<file path="config.mk">
export PLATFORM = sky130hd
export DESIGN_NAME = vga_fb_arbiter
export DESIGN_NICKNAME = d
export VERILOG_FILES = /design/src/rtl/vga_fb_arbiter.sv
export SDC_FILE = /design/constraint.sdc
export NUM_CORES = 1
export LEC_CHECK = 0
export ABC_AREA = 1
export CORE_UTILIZATION = 45
export DETAILED_ROUTE_END_ITERATION = 16
export PLACE_DENSITY = 0.7
export SLEW_MARGIN = 40
export SYNTH_ARGS = -nofsm -noshare
export SYNTH_HDL_FRONTEND = slang
export SYNTH_SLANG_ARGS = --single-unit
</file>
<file path="constraint.sdc">
create_clock -name clock -period 3 [get_ports clock]
set_input_delay 0.6 -clock clock [delete_from_list [all_inputs] [get_ports clock]]
set_output_delay 0.6 -clock clock [all_outputs]
set_load 0.02 [all_outputs]
</file>
<file path="src/rtl/vga_fb_arbiter.sv">
// vga_fb_arbiter
// Shares one single-port synchronous frame-buffer RAM between the display
// fetch path and a posted pixel writer. Display reads own every visible
// cycle and are never stalled. Writes are buffered in a small FIFO and
// drained in blanking/porch cycles, in arrival order.
//
// Ports:
//   clock, reset            single clock, synchronous active-high reset
//   display_row, visible    raster position from the VGA timing block
//   wr_valid/wr_ready       posted write handshake (wr_addr, wr_data)
//   ram_addr/ram_we/ram_wdata  registered RAM command, one access per cycle
//   ram_rdata               RAM read data, one cycle after the address
//   pix_data/pix_valid      fetched pixel to the DAC (0 when not valid)
//   fifo_level              entries currently buffered
//   err_addr                sticky: an out-of-range write was discarded
module vga_fb_arbiter #(
  parameter int unsigned H_VISIBLE  = 800,
  parameter int unsigned V_VISIBLE  = 600,
  parameter int unsigned ADDR_W     = 19,
  parameter int unsigned DATA_W     = 12,
  parameter int unsigned FIFO_DEPTH = 4,
  localparam int unsigned LVL_W     = $clog2(FIFO_DEPTH) + 1
) (
  input  logic              clock,
  input  logic              reset,
  input  logic [10:0]       display_row,
  input  logic              visible,
  input  logic              wr_valid,
  input  logic [ADDR_W-1:0] wr_addr,
  input  logic [DATA_W-1:0] wr_data,
  output logic              wr_ready,
  output logic [ADDR_W-1:0] ram_addr,
  output logic              ram_we,
  output logic [DATA_W-1:0] ram_wdata,
  input  logic [DATA_W-1:0] ram_rdata,
  output logic [DATA_W-1:0] pix_data,
  output logic              pix_valid,
  output logic [LVL_W-1:0]  fifo_level,
  output logic              err_addr
);

  localparam int unsigned PTR_W = $clog2(FIFO_DEPTH);
  localparam int unsigned TOTAL = H_VISIBLE * V_VISIBLE;
  localparam logic [ADDR_W-1:0] LAST_ADDR = ADDR_W'(TOTAL - 1);

  typedef struct packed {
    logic [ADDR_W-1:0] addr;
    logic [DATA_W-1:0] data;
  } wr_entry_t;

  typedef enum logic [1:0] {
    SLOT_IDLE,
    SLOT_READ,
    SLOT_WRITE
  } slot_e;

  wr_entry_t         fifo_mem_q [FIFO_DEPTH];
  logic [PTR_W-1:0]  wr_ptr_q, wr_ptr_d;
  logic [PTR_W-1:0]  rd_ptr_q, rd_ptr_d;
  logic [LVL_W-1:0]  level_q, level_d;
  logic              wr_ready_q, wr_ready_d;
  logic [ADDR_W-1:0] rd_addr_q, rd_addr_d;
  logic [ADDR_W-1:0] ram_addr_q, ram_addr_d;
  logic              ram_we_q, ram_we_d;
  logic [DATA_W-1:0] ram_wdata_q, ram_wdata_d;
  logic              iss1_q, iss1_d;
  logic              iss2_q, iss2_d;
  logic [DATA_W-1:0] pix_data_q, pix_data_d;
  logic              pix_valid_q, pix_valid_d;
  logic              err_addr_q, err_addr_d;

  logic              push_c;
  logic              pop_c;
  logic              head_ok_c;
  wr_entry_t         head_c;
  slot_e             slot_c;

  // Slot decision: display reads win; writes only drain when not visible.
  always_comb begin
    push_c    = wr_valid && wr_ready_q;
    head_c    = fifo_mem_q[rd_ptr_q];
    head_ok_c = (32'(head_c.addr) < TOTAL);
    if (visible) begin
      slot_c = SLOT_READ;
    end else if (level_q != '0) begin
      slot_c = SLOT_WRITE;
    end else begin
      slot_c = SLOT_IDLE;
    end
    pop_c = (slot_c == SLOT_WRITE);
  end

  // Next-state logic for counters, FIFO bookkeeping, RAM command and pixel pipe.
  always_comb begin
    rd_addr_d   = rd_addr_q;
    wr_ptr_d    = wr_ptr_q;
    rd_ptr_d    = rd_ptr_q;
    level_d     = level_q;
    wr_ready_d  = wr_ready_q;
    ram_addr_d  = ram_addr_q;
    ram_we_d    = 1'b0;
    ram_wdata_d = ram_wdata_q;
    err_addr_d  = err_addr_q;
    iss1_d      = 1'b0;
    iss2_d      = iss1_q;
    pix_data_d  = '0;
    pix_valid_d = 1'b0;

    // Row 0 re-anchors the fetch address at the top of the frame.
    if (display_row == 11'd0) begin
      rd_addr_d = '0;
    end else if (visible) begin
      rd_addr_d = (rd_addr_q == LAST_ADDR) ? '0 : rd_addr_q + ADDR_W'(1);
    end

    unique case (slot_c)
      SLOT_READ: begin
        ram_addr_d = rd_addr_q;
        iss1_d     = 1'b1;
      end
      SLOT_WRITE: begin
        if (head_ok_c) begin
          ram_addr_d  = head_c.addr;
          ram_wdata_d = head_c.data;
          ram_we_d    = 1'b1;
        end else begin
          err_addr_d = 1'b1;
        end
      end
      default: ;
    endcase

    if (push_c) begin
      wr_ptr_d = wr_ptr_q + PTR_W'(1);
    end
    if (pop_c) begin
      rd_ptr_d = rd_ptr_q + PTR_W'(1);
    end
    level_d    = level_q + LVL_W'(push_c) - LVL_W'(pop_c);
    wr_ready_d = (level_d < LVL_W'(FIFO_DEPTH));

    // Issue flag from two cycles back marks ram_rdata as a display fetch.
    if (iss2_q) begin
      pix_data_d  = ram_rdata;
      pix_valid_d = 1'b1;
    end
  end

  always_ff @(posedge clock) begin
    if (reset) begin
      rd_addr_q   <= '0;
      wr_ptr_q    <= '0;
      rd_ptr_q    <= '0;
      level_q     <= '0;
      wr_ready_q  <= 1'b0;
      ram_addr_q  <= '0;
      ram_we_q    <= 1'b0;
      ram_wdata_q <= '0;
      iss1_q      <= 1'b0;
      iss2_q      <= 1'b0;
      pix_data_q  <= '0;
      pix_valid_q <= 1'b0;
      err_addr_q  <= 1'b0;
    end else begin
      rd_addr_q   <= rd_addr_d;
      wr_ptr_q    <= wr_ptr_d;
      rd_ptr_q    <= rd_ptr_d;
      level_q     <= level_d;
      wr_ready_q  <= wr_ready_d;
      ram_addr_q  <= ram_addr_d;
      ram_we_q    <= ram_we_d;
      ram_wdata_q <= ram_wdata_d;
      iss1_q      <= iss1_d;
      iss2_q      <= iss2_d;
      pix_data_q  <= pix_data_d;
      pix_valid_q <= pix_valid_d;
      err_addr_q  <= err_addr_d;
    end
  end

  // FIFO storage needs no reset; pointers define which entries are live.
  always_ff @(posedge clock) begin
    if (push_c) begin
      fifo_mem_q[wr_ptr_q] <= wr_entry_t'{addr: wr_addr, data: wr_data};
    end
  end

  assign wr_ready   = wr_ready_q;
  assign ram_addr   = ram_addr_q;
  assign ram_we     = ram_we_q;
  assign ram_wdata  = ram_wdata_q;
  assign pix_data   = pix_data_q;
  assign pix_valid  = pix_valid_q;
  assign fifo_level = level_q;
  assign err_addr   = err_addr_q;

endmodule

</file>
==> flow_results.xml, run 1 <==
<?xml version="1.0" encoding="UTF-8"?>
<metrics>
  <group name="yosys">
    <metric name="yosys-top-cells-area" unit="">sky130_fd_sc_hd__edfxtp_1 46%, sky130_fd_sc_hd__dfxtp_1 19%, sky130_fd_sc_hd__nand2_1 7.8%</metric>
    <metric name="ys_types" unit="">34</metric>
    <metric name="post-synth-top-area-cell" unit="">sky130_fd_sc_hd__edfxtp_1</metric>
    <metric name="ys_seq_elements" unit="">201</metric>
    <metric name="netlist.area_leader.share" unit="%">45.60</metric>
    <metric name="synth.cells.most_frequent" unit="">170 x sky130_fd_sc_hd__nand2_1, 124 x sky130_fd_sc_hd__edfxtp_1, 96 x sky130_fd_sc_hd__nor2_1</metric>
    <metric name="dominantRegCellSynth" unit="">sky130_fd_sc_hd__edfxtp_1</metric>
    <metric name="synthCells" unit="">821</metric>
    <metric name="synth-edff-count" unit="">124</metric>
    <metric name="mean_cell_area_of_the_mapped_netlist" unit="µm²">9.947</metric>
    <metric name="synth-seq-area-share" unit="%">64.47</metric>
    <metric name="synth_nets" unit="">887</metric>
    <metric name="syn-cell-area" unit="mm²">0.008167</metric>
    <metric name="synth-warning-count" unit="">0</metric>
    <metric name="yosys.cell_count.top_type" unit="">sky130_fd_sc_hd__nand2_1</metric>
    <metric name="ys_async_sr_fraction" unit="%">0</metric>
  </group>
  <group name="place">
    <metric name="place_hpwl" unit="µm">11030</metric>
    <metric name="finalWeightedCongestion" unit="">0.8187</metric>
    <metric name="placement.cell_area" unit="mm²">0.009460</metric>
    <metric name="numPortBuffers" unit="">107</metric>
  </group>
  <group name="timing">
    <metric name="worst_slew_margin_relative_to_its_limit" unit="%">66.49</metric>
    <metric name="timing.final.crit_share" unit="%">73.65</metric>
    <metric name="final-setup-viol-count" unit="">0</metric>
    <metric name="final_period_minus_worst_setup_slack" unit="ns">2.209</metric>
    <metric name="timing_worst_slew_pin_value" unit="ns">0.5026</metric>
    <metric name="drv_slew" unit="">0</metric>
    <metric name="setup-tns-final" unit="ns">0</metric>
    <metric name="skew" unit="ns">0.02649</metric>
    <metric name="finalHoldViolations" unit="">0</metric>
    <metric name="rsz0062_at_grt" unit="">no</metric>
    <metric name="achievable-frequency" unit="GHz">0.4526</metric>
  </group>
  <group name="pwr">
    <metric name="pwr_density_cell" unit="mW/mm²">764.2</metric>
    <metric name="power_frac_clock" unit="%">31.6</metric>
    <metric name="power.share.combinational" unit="%">25.7</metric>
    <metric name="net_sw_power" unit="mW">2.367</metric>
    <metric name="power.sequential.fraction" unit="%">42.8</metric>
    <metric name="reported_leakage_power" unit="nW">3.842</metric>
    <metric name="internal_power" unit="mW">5.358</metric>
    <metric name="irDropWorstVdd" unit="mV">0.4771</metric>
    <metric name="netSwitchingFraction" unit="%">30.64</metric>
  </group>
  <group name="detailed_routing">
    <metric name="initialDrtViolationCount" unit="">424</metric>
    <metric name="antenna_left" unit="">0</metric>
    <metric name="drt-wirelength-per-cell" unit="µm">14.90</metric>
    <metric name="route.detailed.vias_per_inst" unit="">5.026</metric>
    <metric name="drc_errors" unit="">0</metric>
    <metric name="detail_route.wirelength" unit="µm">17460</metric>
    <metric name="vias" unit="">5891</metric>
    <metric name="first_pass_iters" unit="">5</metric>
  </group>
  <group name="global_route">
    <metric name="first_global_vias" unit="">5672</metric>
    <metric name="wire_length_of_the_first_global_routing_pass" unit="µm">28450</metric>
    <metric name="grt-ovfl-total" unit="">0</metric>
    <metric name="grt_start_max_net_pins" unit="">41</metric>
    <metric name="grt.total_usage" unit="%">19.48</metric>
    <metric name="antenna_found_initial" unit="">1</metric>
  </group>
  <group name="floorplanning">
    <metric name="design.die.area" unit="mm²">0.01869</metric>
    <metric name="ios" unit="">108</metric>
    <metric name="floorplan.core_area" unit="mm²">0.01754</metric>
    <metric name="initial_core_utilization" unit="%">46.57</metric>
    <metric name="rows" unit="">48</metric>
    <metric name="die_w" unit="µm">136.7</metric>
    <metric name="dieHeight" unit="µm">136.7</metric>
  </group>
  <group name="min_path">
    <metric name="worstHoldPathType" unit="">flop to flop</metric>
  </group>
  <group name="critical_path">
    <metric name="cp.required" unit="ns">3.43</metric>
    <metric name="max_stage_delay" unit="ns">0.59</metric>
    <metric name="timing_worst_setup_path_type" unit="">input port to flop</metric>
    <metric name="critical_path.max_fanout" unit="">6</metric>
    <metric name="critPathSlowestCell" unit="">sky130_fd_sc_hd__clkdlybuf4s50_1</metric>
    <metric name="cp-start-kind" unit="">input port</metric>
    <metric name="worst-endpoint-arrival" unit="ns">2.64</metric>
    <metric name="end_kind" unit="">flop</metric>
    <metric name="worstPathCellList" unit="">clkdlybuf4s50_1, inv_2, o21ai_2, inv_2, ha_1, inv_1, ha_1, fa_1, xor2_1, inv_1, nor2_1</metric>
  </group>
  <group name="finish">
    <metric name="finalInstanceArea" unit="mm²">0.01011</metric>
    <metric name="finish.net_count" unit="">997</metric>
    <metric name="drive_above_1_share" unit="%">6.125</metric>
    <metric name="layout-area-overhead-vs-synth" unit="%">23.78</metric>
    <metric name="n_antenna_cell" unit="">0</metric>
  </group>
  <group name="clock_network">
    <metric name="clkTransAtPathRegs" unit="ns">0.06</metric>
    <metric name="worst_skew_pair.late_latency" unit="ns">0.51</metric>
    <metric name="clock-root-buffer" unit="">sky130_fd_sc_hd__clkbuf_16</metric>
    <metric name="cts.htree.levels" unit="">1</metric>
    <metric name="postCtsResizedCells" unit="">0</metric>
    <metric name="cts-hold-fix-buffers" unit="">0</metric>
    <metric name="cts_made_buffers" unit="">22</metric>
    <metric name="max-clock-path-buffers" unit="">3</metric>
    <metric name="tritoncts_clock_tree" unit="">built</metric>
    <metric name="cts_post_setup_buffers_inserted" unit="">0</metric>
    <metric name="cts_sinks" unit="">201</metric>
  </group>
  <group name="outcome">
    <metric name="outcome" unit="">finished clean</metric>
  </group>
  <group name="run">
    <metric name="drv_cap" unit="">0</metric>
  </group>
</metrics>
## cell families after synthesis
kind of cell | synth area share, %
buffers and inverters | 6.802
AND/OR/NAND/NOR | 17.88
XOR/XNOR | 0.8580
adder cells (fa/ha/maj) | 1.318
flip-flops | 64.47
AO/OA/AOI/OAI | 8.672
## per-stage QoR
step / std cells / hold WS, ns / worst slack, ns / power, mW / util [%]
floorplan: 821 / 0.3883 / 0.4873 / 4.683 / -
global placement: 1132 / 0.3931 / 0.3389 / 5.315 / 53.95
detailed placement: 1132 / 0.3970 / 0.2827 / 5.351 / 53.95
CTS: 1172 / 0.4059 / 0.7887 / 7.795 / 57.64
global route: 1172 / 0.4130 / 0.5700 / 8.153 / 57.64
finish: 1172 / 0.4049 / 0.7905 / 7.725 / 57.64
## area by class of cell
type                            instances  area, µm²
Clock buffer                           38      620.6
Clock inverter                          2      27.53
Fill cell                            1523       7428
Timing Repair Buffer                  127       1234
Inverter                               86      322.8
Tap cell                              225      281.5
Sequential cell                       201       5266
Multi-Input combinational cell        493       2356
## layer usage
| layer | vias to the layer above | share of wire, % | global-route usage (%) |
|---|---|---|---|
| met2 | 194 | 47 | 32.01 |
| li1 | 2979 | - | - |
| met1 | 2686 | 44 | 25.66 |
| met5 | - | 0 | 0 |
| met3 | 32 | 7.0 | 3.889 |
| met4 | 0 | 2.7 | 6.728 |
## path summary, 6_finish.rpt
path                     startpoint                       end  slack (ns)  cells past startpoint
setup / recovery            visible  fifo_level[2]$_SDFF_PP0_        0.79                     11
hold / removal    iss1_q$_SDFF_PP0_         iss2_q$_SDFF_PP0_        0.40                      2
setup reg to reg               flop  ram_addr[6]$_SDFFE_PP0P_        0.81                     13
hold reg to reg   iss1_q$_SDFF_PP0_         iss2_q$_SDFF_PP0_        0.40                      2
## cells in the final DEF (no fill, tap or decap), drive strengths merged
| cell | instances |
|---|---|
| nor4 | 3 |
| nor2 | 96 |
| nand4 | 14 |
| nand3 | 53 |
| xor2 | 7 |
| o21ai | 52 |
| a31oi | 3 |
| nor3 | 9 |
| o31ai | 1 |
| clkbuf | 38 |
| nand2 | 171 |
| clkdlybuf4s50 | 107 |
| a21oi | 51 |
| inv | 85 |
| a211oi | 1 |
| or2 | 1 |
| a32o | 8 |
| nor3b | 2 |
| buf | 20 |
| xnor2 | 1 |
| fa | 1 |
| ha | 7 |
| o22ai | 12 |
| edfxtp | 124 |
| dfxtp | 77 |
| clkinv | 3 |
## power groups by stage
stage	clock network, mW	registers (mW)	logic, mW
2_1_floorplan	0	3.50	1.18
3_3_place_gp	0	3.36	1.95
4_1_cts	2.49	3.31	2.00
6_report	2.44	3.30	1.98
3_5_place_dp	0	3.36	1.99
5_1_grt	2.60	3.33	2.23
## flip-flops by register name (all words and copies together), names as in the netlist, 2 cells and up, named ones only
register    count
fifo_mem_q    124
ram_addr       19
rd_addr_q      19
pix_data       12
ram_wdata      12
fifo_level      3
rd_ptr_q        2
wr_ptr_q        2
## worst max-delay path, delay by kind of cell
kind | cells | cell delay [ns]
buffers and inverters | 5 | 0.85
adder cells (fa/ha/maj) | 3 | 0.81
XOR/XNOR | 1 | 0.21
AO/OA/AOI/OAI | 1 | 0.09
AND/OR/NAND/NOR | 1 | 0.07
Note: power is estimated with default switching activity, not from simulation.
==> inputs of run 2 (changes only) <==
clock period = 2.1 ns   (was 3 ns; I/O delays follow)
==> run 2 against run 1 <==
  * Clock skew about the same
  * Critical path type is now flop to flop
  * Register-to-register slack worse by 0.72 ns
  * Global-route usage up 0.25 points
==> flow_results.xml, run 2 (synthesized netlist as in run 1, its figures left out) <==
<?xml version="1.0" encoding="UTF-8"?>
<metrics>
  <group name="detailed_routing">
    <metric name="drt-wirelength-per-cell" unit="µm">15.19</metric>
    <metric name="detail_route.wirelength" unit="µm">17960</metric>
    <metric name="first_pass_iters" unit="">4</metric>
    <metric name="drc_errors" unit="">0</metric>
    <metric name="initialDrtViolationCount" unit="">354</metric>
    <metric name="vias" unit="">5985</metric>
    <metric name="route.detailed.vias_per_inst" unit="">5.063</metric>
    <metric name="antenna_left" unit="">0</metric>
  </group>
  <group name="min_path">
    <metric name="worstHoldPathType" unit="">flop to flop</metric>
  </group>
  <group name="critical_path">
    <metric name="critPathSlowestCell" unit="">sky130_fd_sc_hd__dfxtp_4</metric>
    <metric name="max_stage_delay" unit="ns">0.35</metric>
    <metric name="cp.required" unit="ns">2.47</metric>
    <metric name="critPathBufInv" unit="">3</metric>
    <metric name="cp-start-kind" unit="">flop</metric>
    <metric name="end_kind" unit="">flop</metric>
    <metric name="critical-path-top-delay-family" unit="">adder cells</metric>
    <metric name="cpMostUsedCell" unit="">sky130_fd_sc_hd__inv_1</metric>
    <metric name="worst-endpoint-arrival" unit="ns">2.38</metric>
    <metric name="worstPathCellList" unit="">or2_4, o21ai_4, inv_2, ha_1, inv_1, ha_2, fa_2, xor2_2, inv_1, nor2_1</metric>
    <metric name="timing_worst_setup_path_type" unit="">flop to flop</metric>
    <metric name="critical_path.max_fanout" unit="">4</metric>
  </group>
  <group name="timing">
    <metric name="final-setup-viol-count" unit="">0</metric>
    <metric name="timing_worst_slew_pin_value" unit="ns">0.4128</metric>
    <metric name="worst_slew_margin_relative_to_its_limit" unit="%">72.41</metric>
    <metric name="skew" unit="ns">0.02683</metric>
    <metric name="drv_slew" unit="">0</metric>
    <metric name="finalHoldViolations" unit="">0</metric>
    <metric name="final_period_minus_worst_setup_slack" unit="ns">2.006</metric>
    <metric name="timing.final.crit_share" unit="%">95.53</metric>
    <metric name="achievable-frequency" unit="GHz">0.4984</metric>
  </group>
  <group name="finish">
    <metric name="finalNonFillerCells" unit="">1182</metric>
    <metric name="finalInstanceArea" unit="mm²">0.01030</metric>
    <metric name="largest_reg_flops" unit="">124</metric>
    <metric name="filler_cell_count" unit="">1502</metric>
    <metric name="finish.net_count" unit="">1008</metric>
    <metric name="layout-area-overhead-vs-synth" unit="%">26.11</metric>
    <metric name="mostFrequentLayoutCells" unit="">170 x sky130_fd_sc_hd__nand2_1, 124 x sky130_fd_sc_hd__edfxtp_1, 107 x sky130_fd_sc_hd__clkdlybuf4s50_1</metric>
    <metric name="n_antenna_cell" unit="">0</metric>
    <metric name="drive_above_1_share" unit="%">8.359</metric>
    <metric name="most_frequent_standard_cell_in_the_layout_excluding_fill_and_tap_cells" unit="">sky130_fd_sc_hd__nand2_1</metric>
    <metric name="top_register" unit="">fifo_mem_q</metric>
  </group>
  <group name="clock_network">
    <metric name="tritoncts_clock_tree" unit="">built</metric>
    <metric name="cts_made_buffers" unit="">21</metric>
    <metric name="clkTransAtPathRegs" unit="ns">0.06</metric>
    <metric name="cts.htree.levels" unit="">1</metric>
    <metric name="clock-root-buffer" unit="">sky130_fd_sc_hd__clkbuf_16</metric>
    <metric name="worst_skew_pair.late_latency" unit="ns">0.49</metric>
    <metric name="cts_post_setup_buffers_inserted" unit="">0</metric>
    <metric name="cts_sinks" unit="">201</metric>
    <metric name="max-clock-path-buffers" unit="">3</metric>
    <metric name="cts-hold-fix-buffers" unit="">0</metric>
  </group>
  <group name="global_route">
    <metric name="grt_start_max_net_pins" unit="">39</metric>
    <metric name="grt.total_usage" unit="%">19.73</metric>
    <metric name="wire_length_of_the_first_global_routing_pass" unit="µm">28810</metric>
    <metric name="antenna_found_initial" unit="">0</metric>
    <metric name="first_global_vias" unit="">5870</metric>
    <metric name="grt-ovfl-total" unit="">0</metric>
  </group>
  <group name="place">
    <metric name="place_hpwl" unit="µm">11430</metric>
    <metric name="finalWeightedCongestion" unit="">0.8854</metric>
    <metric name="numPortBuffers" unit="">107</metric>
    <metric name="place.detailed.instances" unit="">1144</metric>
    <metric name="placement.cell_area" unit="mm²">0.009633</metric>
  </group>
  <group name="pwr">
    <metric name="net_sw_power" unit="mW">3.403</metric>
    <metric name="internal_power" unit="mW">7.797</metric>
    <metric name="power_frac_clock" unit="%">31.0</metric>
    <metric name="netSwitchingFraction" unit="%">30.38</metric>
    <metric name="power.share.combinational" unit="%">26.8</metric>
    <metric name="pwr_density_cell" unit="mW/mm²">1088</metric>
    <metric name="power.sequential.fraction" unit="%">42.2</metric>
    <metric name="irDropWorstVdd" unit="mV">0.6324</metric>
    <metric name="reported_leakage_power" unit="nW">3.931</metric>
  </group>
  <group name="floorplanning">
    <metric name="initial_core_utilization" unit="%">46.57</metric>
    <metric name="rows" unit="">48</metric>
    <metric name="dieHeight" unit="µm">136.7</metric>
    <metric name="ios" unit="">108</metric>
    <metric name="die_w" unit="µm">136.7</metric>
    <metric name="design.die.area" unit="mm²">0.01869</metric>
    <metric name="floorplan.core_area" unit="mm²">0.01754</metric>
  </group>
  <group name="run">
    <metric name="drv_cap" unit="">0</metric>
  </group>
  <group name="outcome">
    <metric name="outcome" unit="">finished clean</metric>
  </group>
</metrics>
==> run 2: changes by cell type in the layout (fill, tap and decap cells not counted), sizes merged <==
cell    before  now
buf         20   32
clkbuf      38   33
clkinv       3    6
==> run 2: worst paths after layout <==
kind	from	to	depth (start not counted)	slack (ns)
max	fifo_level[1]$_SDFF_PP0_	fifo_level[2]$_SDFF_PP0_	10	0.09
min	iss1_q$_SDFF_PP0_	iss2_q$_SDFF_PP0_	2	0.41
max reg2reg	fifo_level[1]$_SDFF_PP0_	fifo_level[2]$_SDFF_PP0_	10	0.09
min reg2reg	iss1_q$_SDFF_PP0_	iss2_q$_SDFF_PP0_	2	0.41
==> run 2: metal layers <==
| metal | track usage, % | part of all wire [%] | routed length, µm | up-vias |
|---|---|---|---|---|
| li1 | - | - | - | 2993 |
| met2 | 33.64 | 49 | 8711 | 181 |
| met4 | 6.173 | 1.6 | 280 | 0 |
| met5 | 0 | 0 | 0 | - |
| met3 | 3.222 | 6.7 | 1202 | 24 |
| met1 | 25.64 | 43 | 7763 | 2787 |
==> run 2: final cells by class <==
class	count	area, µm²	share of cell area (%)
repair buffers	139	1386	13.46
inverters	86	325.3	3.159
clock inverters	5	25.02	0.2430
clock buffers	33	630.6	6.123
well taps	225	281.5	2.734
multi-input cells	493	2379	23.10
flip-flops and latches	201	5271	51.18
==> run 2: through the flow <==
| step | hold slack (ns) | worst slack (ns) | utilization (%) | TNS (ns) | power [mW] |
|---|---|---|---|---|---|
| floorplan | 0.3883 | -0.2918 | - | -36.53 | 6.742 |
| global placement | 0.3905 | -0.1666 | 54.93 | -0.4507 | 7.725 |
| detailed placement | 0.4057 | -0.1863 | 54.93 | -0.5255 | 7.781 |
| CTS | 0.4118 | 0.09665 | 58.67 | 0 | 11.26 |
| global route | 0.4271 | -0.002990 | 58.73 | -0.002990 | 11.77 |
| finish | 0.4066 | 0.09377 | 58.73 | 0 | 11.20 |
==> run 2: tightest hold or removal path: stages (launching register included) <==
cell                      delay (ns)
sky130_fd_sc_hd__dfxtp_1        0.30
sky130_fd_sc_hd__inv_1          0.04
sky130_fd_sc_hd__nor2_1         0.03
==> run 2: power by group through the flow <==
stage	registers (mW)	logic [mW]	clock network [mW]
floorplan	5.01	1.73	0
global placement	4.80	2.92	0
global route	4.77	3.31	3.69
CTS	4.73	2.99	3.54
detailed placement	4.81	2.97	0
finish	4.73	3.00	3.47
==> run 2: timing repair <==
item | CTS | global route
gates resized for setup | 0 | 3
hold endpoints to repair | 0 | 0
endpoints found under the setup margin | 0 | 32
==> inputs of run 3 (changes only) <==
CTS_CLUSTER_DIAMETER = 100   (was not set)
==> results of run 3 <==
The final DEF is identical to that of run 2; final timing and power are the same.
